[src/rtl/apb_regbank_pkg.sv]
// Shared types, default parameters and address decode
// for the APB register bank slave.
package apb_regbank_pkg;

    typedef enum logic [1:0] {
        IDLE,
        SETUP,
        ACCESS
    } apb_state_t;

    localparam int DEF_DATA_WIDTH  = 32;
    localparam int DEF_ADDR_WIDTH  = 32;
    localparam int DEF_DEPTH       = 16;
    localparam int DEF_WAIT_STATES = 0;

    localparam logic [31:0] DEF_ID_VALUE = 32'hA9B0_0001;

    // Register 0 is the read-only ID, so writes to it are errors.
    function automatic logic addr_error(
        input logic [63:0] addr,
        input logic        write,
        input int          depth,
        input int          nbytes
    );
        logic [63:0] span;
        logic [63:0] lane_mask;
        span      = 64'(depth) * 64'(nbytes);
        lane_mask = 64'(nbytes) - 64'd1;
        return (addr >= span)
            || ((addr & lane_mask) != 64'd0)
            || (write && (addr == 64'd0));
    endfunction

endpackage

[src/rtl/apb_regbank_storage.sv]
// Register array with per-byte write enables;
// index 0 reads back the constant ID.
module apb_regbank_storage
    import apb_regbank_pkg::*;
#(
    parameter int DATA_WIDTH = DEF_DATA_WIDTH,
    parameter int NBYTES     = DATA_WIDTH / 8,
    parameter int DEPTH      = DEF_DEPTH,
    parameter int IDX_W      = $clog2(DEPTH),
    parameter logic [DATA_WIDTH-1:0] ID_VALUE = '0
) (
    input  logic                  clk,
    input  logic                  rst,
    input  logic                  we,
    input  logic [IDX_W-1:0]      idx,
    input  logic [NBYTES-1:0]     wstrb,
    input  logic [DATA_WIDTH-1:0] wdata,
    output logic [DATA_WIDTH-1:0] rdata
);

    logic [DATA_WIDTH-1:0] regs [DEPTH];

    always_ff @(posedge clk) begin
        if (rst) begin
            for (int i = 0; i < DEPTH; i++) begin
                regs[i] <= '0;
            end
        end else if (we && (idx != '0)) begin
            for (int b = 0; b < NBYTES; b++) begin
                if (wstrb[b]) begin
                    regs[idx][8*b +: 8] <= wdata[8*b +: 8];
                end
            end
        end
    end

    assign rdata = (idx == '0) ? ID_VALUE : regs[idx];

endmodule

[src/rtl/apb_regbank_slave.sv]
// APB register bank slave: IDLE/SETUP/ACCESS FSM with
// programmable wait states and error decode.
module apb_regbank_slave
    import apb_regbank_pkg::*;
#(
    parameter int DATA_WIDTH  = DEF_DATA_WIDTH,
    parameter int ADDR_WIDTH  = DEF_ADDR_WIDTH,
    parameter int NBYTES      = DATA_WIDTH / 8,
    parameter int DEPTH       = DEF_DEPTH,
    parameter int WAIT_STATES = DEF_WAIT_STATES,
    parameter logic [DATA_WIDTH-1:0] ID_VALUE =
        DATA_WIDTH'(DEF_ID_VALUE)
) (
    input  logic                  PCLK,
    input  logic                  PRESET,
    input  logic                  PSELx,
    input  logic [ADDR_WIDTH-1:0] PADDR,
    input  logic                  PWRITE,
    input  logic [NBYTES-1:0]     PSTRB,
    input  logic [DATA_WIDTH-1:0] PWDATA,
    input  logic                  PENABLE,
    output logic [DATA_WIDTH-1:0] PRDATA,
    output logic                  PREADY,
    output logic                  PSLVERR
);

    localparam int LANE_W = $clog2(NBYTES);
    localparam int IDX_W  = $clog2(DEPTH);

    apb_state_t            state;
    logic [3:0]            wait_cnt;
    logic                  ready;
    logic                  err;
    logic                  complete;
    logic                  we;
    logic [IDX_W-1:0]      idx;
    logic [DATA_WIDTH-1:0] rdata;

    // Ready depends only on state, never on live bus inputs.
    assign ready    = (state == ACCESS) && (wait_cnt == 4'd0);
    assign complete = PSELx && PENABLE && ready;
    assign err      = addr_error(64'(PADDR), PWRITE, DEPTH, NBYTES);
    assign idx      = PADDR[LANE_W +: IDX_W];
    assign we       = complete && PWRITE && !err;

    always_ff @(posedge PCLK) begin
        if (PRESET) begin
            state    <= IDLE;
            wait_cnt <= 4'd0;
        end else begin
            unique case (state)
                IDLE: begin
                    if (PSELx && !PENABLE) begin
                        state <= SETUP;
                    end
                end
                SETUP: begin
                    state    <= ACCESS;
                    wait_cnt <= 4'(WAIT_STATES);
                end
                ACCESS: begin
                    // Abort on a dropped select/enable, else wait or finish.
                    if (!(PSELx && PENABLE)) begin
                        state <= IDLE;
                    end else if (wait_cnt != 4'd0) begin
                        wait_cnt <= wait_cnt - 4'd1;
                    end else begin
                        state <= IDLE;
                    end
                end
                default: begin
                    state <= IDLE;
                end
            endcase
        end
    end

    apb_regbank_storage #(
        .DATA_WIDTH (DATA_WIDTH),
        .NBYTES     (NBYTES),
        .DEPTH      (DEPTH),
        .IDX_W      (IDX_W),
        .ID_VALUE   (ID_VALUE)
    ) u_storage (
        .clk   (PCLK),
        .rst   (PRESET),
        .we    (we),
        .idx   (idx),
        .wstrb (PSTRB),
        .wdata (PWDATA),
        .rdata (rdata)
    );

    assign PREADY  = ready;
    assign PSLVERR = ready && err;
    assign PRDATA  = (ready && !PWRITE && !err) ? rdata : '0;

endmodule

[config.mk]
export PLATFORM = sky130hd
export DESIGN_NAME = apb_regbank_slave
export DESIGN_NICKNAME = d
export VERILOG_FILES = /design/src/rtl/apb_regbank_pkg.sv /design/src/rtl/apb_regbank_storage.sv /design/src/rtl/apb_regbank_slave.sv
export SDC_FILE = /design/constraint.sdc
export NUM_CORES = 1
export LEC_CHECK = 0
export ABC_AREA = 1
export CORE_MARGIN = 2
export CORE_UTILIZATION = 35
export DETAILED_ROUTE_END_ITERATION = 7
export MAX_ROUTING_LAYER = met4
export PLACE_DENSITY_LB_ADDON = 0.2
export SLEW_MARGIN = 25
export SYNTH_ARGS = -nofsm -noshare
export SYNTH_HDL_FRONTEND = slang
export SYNTH_SLANG_ARGS = --single-unit
export TNS_END_PERCENT = 100
[constraint.sdc]
create_clock -name PCLK -period 6.05 [get_ports PCLK]
set_input_delay 0.9075 -clock PCLK [delete_from_list [all_inputs] [get_ports PCLK]]
set_output_delay 0.9075 -clock PCLK [all_outputs]
set_load 0.005 [all_outputs]
# After elaboration in Yosys (flattened, before gate mapping)

Memory sizes are Yosys's and may differ from the RTL's.
Index checks and enable logic that the tools add are counted.

Muxes and demuxes: 30
Equal/unequal tests: 6
Magnitude comparators: 1
Add/sub/neg operators: 1
Reductions and logical operators: 27

Operator list:

| cell                | count |
|---|---|
| $mux 32             | 3 |
| $reduce_bool 64->1  | 1 |
| $ge 32x7->1 const B | 1 |
| $logic_not 32->1    | 1 |
| $reduce_or 32->1    | 1 |
| $mux 1              | 18 |
| $mux 4              | 4 |
| $logic_and 1x1->1   | 11 |
| $logic_not 4->1     | 2 |
| $pmux 4 s2          | 1 |
| $reduce_bool 4->1   | 2 |
| $mux 2              | 3 |
| $pmux 2 s3          | 1 |
| $ne 2x1->1 const B  | 2 |
| $sub 4x1->4 const B | 1 |
| $logic_not 1->1     | 3 |
| $ne 3x3->1 const B  | 1 |
| $reduce_and 3->1    | 1 |
| $eq 2x1->1 const B  | 1 |
| $eq 2x2->1 const B  | 1 |
| $logic_not 2->1     | 1 |
| $logic_or 1x1->1    | 2 |
| $ne 2x2->1 const B  | 1 |
| $reduce_and 2->1    | 1 |
| $reduce_bool 2->1   | 1 |

Memories kept: 1
Logic and storage cells: 68
Register bits: 6
RAM bits: 512
Output and inout port bits: 34
Bits of input ports: 73

Memories:

| memory         | depth | width | read ports | clocked after Yosys merged registers in | wr ports | RTL line                  | RTL |
|---|---|---|---|---|---|---|---|
| u_storage.regs | 16    | 32    | 1          | 0                                       | 16       | apb_regbank_storage.sv:21 | `logic [DATA_WIDTH-1:0] regs [DEPTH];` |

# Depth between registers and ports, before layout

Depth in word-level cells: 11
Depth in mapped cells: 11
Depth with buffers taken out: 9

# Hierarchy

A second synthesis with hierarchy kept.

Cell total of the unflattened synthesis: 2,820
Area, all modules: 24,502.2 um^2

By module, submodules not included:

| module              | seq. area each (um^2) | cells each | area an instance (um^2) | times used |
|---|---|---|---|---|
| apb_regbank_storage | 15,344.7              | 2,658      | 23,580.1                | 1 |
| apb_regbank_slave   | 120.1                 | 162        | 922.1                   | 1 |

# Worst setup path after synthesis

No wires, ideal clock.

Kind: input port to output port
Start point: in PADDR[2]
End point: out PRDATA[31]
Path buffers: 3
Stages on the path: 11
Arrival: 2.169 ns
Setup slack: 2.973 ns
Required time: 5.142 ns
Path through: buf_4 > nand2_1 > inv_1 > clkbuf_1 > clkbuf_1 > nand2_1 > nand3_1 > nand2_1 > nand3_1 > nor2_1 > nor2_1

Cells in the longest elaborated chain, start to end: 6
Elaborated cells between the ends (all ways): 11
Classes of those cells: order compare: 1; mux: 2; reduce/logical: 7; memory: 1

RTL lines:

| what                                                  | RTL line                                     | RTL |
|---|---|---|
| from (decl)                                           | apb_regbank_slave.sv:17                      | `input logic [ADDR_WIDTH-1:0] PADDR,` |
| $ge 32x7->1 or $logic_not 32->1 (tied branches)       | apb_regbank_pkg.sv:29, apb_regbank_pkg.sv:31 |  |
| $logic_or 1x1->1 or $logic_and 1x1->1 (tied branches) | apb_regbank_pkg.sv:30, apb_regbank_pkg.sv:31 |  |
| $logic_or 1x1->1                                      | apb_regbank_pkg.sv:31                        | `\|\| (write && (addr == 64'd0));` |
| $logic_not 1->1                                       | apb_regbank_slave.sv:96                      | `assign PRDATA = (ready && !PWRITE && !err) ? rdata : '0;` |
| $logic_and 1x1->1                                     | apb_regbank_slave.sv:96                      |  |
| $mux 32 *                                             | apb_regbank_slave.sv:96                      |  |
| to (decl)                                             | apb_regbank_slave.sv:22                      | `output logic [DATA_WIDTH-1:0] PRDATA,` |

Mark *: on every way between the ends. The rest lies on a longest branch, timed or not.

# Worst setup path after layout

Start point: in PADDR[2]
End point: out PRDATA[0]

Same word-level chain as after synthesis.

==> impl_metrics.tcl <==
set metrics [dict create \
    seq_area_mm2 0.0153 \
    ys_types 26 \
    r2r-end "u_storage.regs[5][11]" \
    port_buffers 106 \
    p_leak_nw 10.9 \
    finalCritPeriodShare_pct 84.6 \
    die_area_mm2 0.0689 \
    initial_core_util_pct 35.4 \
    worstPathArrival_ns 4.21 \
    vdd_ir_drop_max_uv 201 \
    place.gp.congestion 0.820 \
    combPwrFrac_pct 8.4 \
    power.switching_w 0.00188 \
    die_height_um 262 \
    max_freq_ghz 0.195 \
    skew_ns 0.0166 \
    multi_input_area_mm2 0.00740 \
    crit_slowest_cell "clkdlybuf4s50_1" \
    reg2reg_slack_ns 2.87 \
    worst_setup_path_start_kind "primary input" \
    overflow 0 \
    tns_ns 0 \
    clock-sinks 512 \
    drv_slew 0 \
    dp_cells 3218 \
    drc 0 \
    hold_violations 0 \
    cp_max_fo 48 \
    timing.slew.headroom_pct 24.2 \
    hold_class "flip-flop to flip-flop" \
    grt_pass1_wl_mm 104 \
    r2r_start "state[0]" \
    crit_top_cell "nand2_1" \
    hold_start "wait_cnt[1]" \
    finalNonFillerCells 3316 \
    min_period_ns 5.12 \
    cts_hold_buf 0 \
    rows 94 \
    cts_setup_buffers 0 \
    netlist_instances 2322 \
    ant_nets 0 \
    reg2reg_depth 7 \
    grt_usage_pct 20.3 \
    p_seq_share_pct 51.7 \
    grt_antenna_before_repair 1 \
    clockBufferDepth 3 \
    cts_root_buffer "clkbuf_16" \
    holdPathEnd "wait_cnt[1]" \
    cts_htree_levels 2 \
    die_w_um 262 \
    grt_pass1_vias 16600 \
    slowest_delay_ns 0.90 \
    num_vias 16900 \
    coreArea_mm2 0.0660 \
    dp_hpwl_mm 43.1 \
    nets 2488 \
    worst_pin_slew_ns 1.13 \
    viasPerCell 5.09 \
    syn_to_final_growth_pct 15.8 \
    grt_max_degree 66 \
    ys_warn_count 0 \
    cts.reportedPaths.clkPinSlew_ns 0.06 \
    numCtsBuffers 53 \
    fillers 6353 \
    synth_seq_cells 512 \
    clk_latency_ns 0.61 \
    path_class "primary input to output port" \
    postSynthAreaPerCell_um2 10.1 \
    wirelength_mm 68.2 \
    drt_iter0_drc 1753 \
    worstPathCellList "clkdlybuf4s50_1 > nand2_1 > inv_4 > buf_12 > nand2_1 > nand4_1 > nand2_1 > nand3_1 > nor2_1 > nor2_1 > clkdlybuf4s50_1" \
    rsz0062_at_grt "false" \
    holdPathStages 2 \
    cts_resized 0 \
    p_clk_share_pct 39.9 \
    maxCapViolCount 0 \
    startpoint "PADDR[2]" \
    outcome "completed" \
    seq_area_frac_synth_pct 65.5 \
    dr.pass1.iters 6 \
    power.density_mw_per_mm2 290 \
    end_kind "output port" \
    p_int_w 0.00597 \
    drive_gt1_share_pct 7.87 \
    setup_violations 0 \
    required_ns 5.14 \
    io_pins 107 \
    cts_tree "built" \
    netlist_area_mm2 0.0234 \
    avgRoutedWirePerCell_um 20.6 \
    antenna_cells 0 \
    swShare_pct 23.9 \
]
-- layout make-up --
type | count | area share [%]
sequential | 512 | 56.6
multi-input combinational | 1640 | 27.4
clock buffer | 77 | 5.46
timing repair buffer | 138 | 5.16
tap | 864 | 3.99
inverter | 64 | 0.901
clock inverter | 21 | 0.550
-- per-layer routing --
layer	share of wire, %	wire length, um	global-route usage, %
met4	2.0	1370	4.78
met5	0	0	-
met1	44	30200	27.5
met2	47	32100	32.5
met3	6.5	4450	2.94
-- kinds of logic (layout without fill, tap and decap cells) --
group | after synthesis | in the layout | synth area share [%]
AND/OR/NAND/NOR | 1598 | 1598 | 30.5
adder cells (fa/ha/maj) | 6 | 6 | 0.321
flip-flops | 512 | 512 | 65.5
other | 1 | 26 | 0.0160
buffers and inverters | 195 | 300 | 3.46
AO/OA/AOI/OAI | 10 | 10 | 0.214
-- cell usage in the layout, fill, tap and decap left out, types with 8 or more instances in the layout --
cell,instances
buf_12,8
buf_4,24
clkbuf_1,20
clkbuf_16,55
clkdlybuf4s50_1,105
clkinv_1,9
clkinv_2,11
conb_1,26
edfxtp_1,506
inv_1,55
nand2_1,793
nand3_1,32
nand4_1,112
nand4_2,37
nand4_4,23
nor2_1,574
nor2_4,13
-- Yosys cell counts --
master	count	area share (%)
inv_2	7	0.11
nand4_1	112	3.0
conb_1	1	0.016
ha_1	6	0.32
buf_1	6	0.096
edfxtp_1	506	65
nand3b_1	1	0.032
nand4_2	37	2.0
nand2_2	2	0.054
inv_1	56	0.90
nor2_4	5	0.24
dfxtp_1	6	0.51
o21ai_0	6	0.13
and2_0	2	0.054
a21oi_1	4	0.086
buf_6	1	0.048
buf_2	20	0.43
clkbuf_1	92	1.5
nand4_4	23	2.1
clkinv_1	1	0.016
nand3_1	32	0.69
nor2_2	9	0.24
nor3_1	3	0.064
nand2_1	793	13
nor2_1	579	9.3
buf_4	12	0.39
-- how the worst max path moves through the flow --
stage | slack (ns) | end | cells after the start
2_1_floorplan | 2.97 | PRDATA[31] | 11
6_report | 0.93 | PRDATA[0] | 11
3_3_place_gp | 0.98 | PRDATA[0] | 11
4_1_cts | 0.91 | PRDATA[0] | 11
5_1_grt | 0.80 | PRDATA[0] | 11
3_5_place_dp | 0.91 | PRDATA[0] | 11
-- power by group through the flow --
stage | combinational [W] | clock, W | sequential [W]
floorplan | 0.000395 | 0 | 0.00412
global placement | 0.000656 | 0 | 0.00413
detailed placement | 0.000664 | 0 | 0.00413
CTS | 0.000667 | 0.00317 | 0.00406
global route | 0.000731 | 0.00331 | 0.00407
finish | 0.000663 | 0.00313 | 0.00406
-- state kept, by name, summed over array words and instances (netlist names) --
| signal | cells |
|---|---|
| state | 2 |
| wait_cnt | 4 |
| u_storage.regs | 506 |
-- stage by stage --
stage	util (%)	worst slack (ns)	cell area, um^2	hold WS (ns)	total power, W
2_1_floorplan	-	2.97	23500	0.457	0.00451
3_3_place_gp	38.5	0.981	25400	0.474	0.00478
3_5_place_dp	38.5	0.914	25400	0.482	0.00479
4_1_cts	41.0	0.908	27100	0.494	0.00790
5_1_grt	41.0	0.800	27100	0.533	0.00811
6_report	41.0	0.935	27100	0.499	0.00785
-- worst max-delay path, delay by kind of cell --
kind	cells	cell delay (ns)
buffers and inverters	4	2.30
and+or+nand+nor	7	0.96
Power figures use the tool's default switching activity.
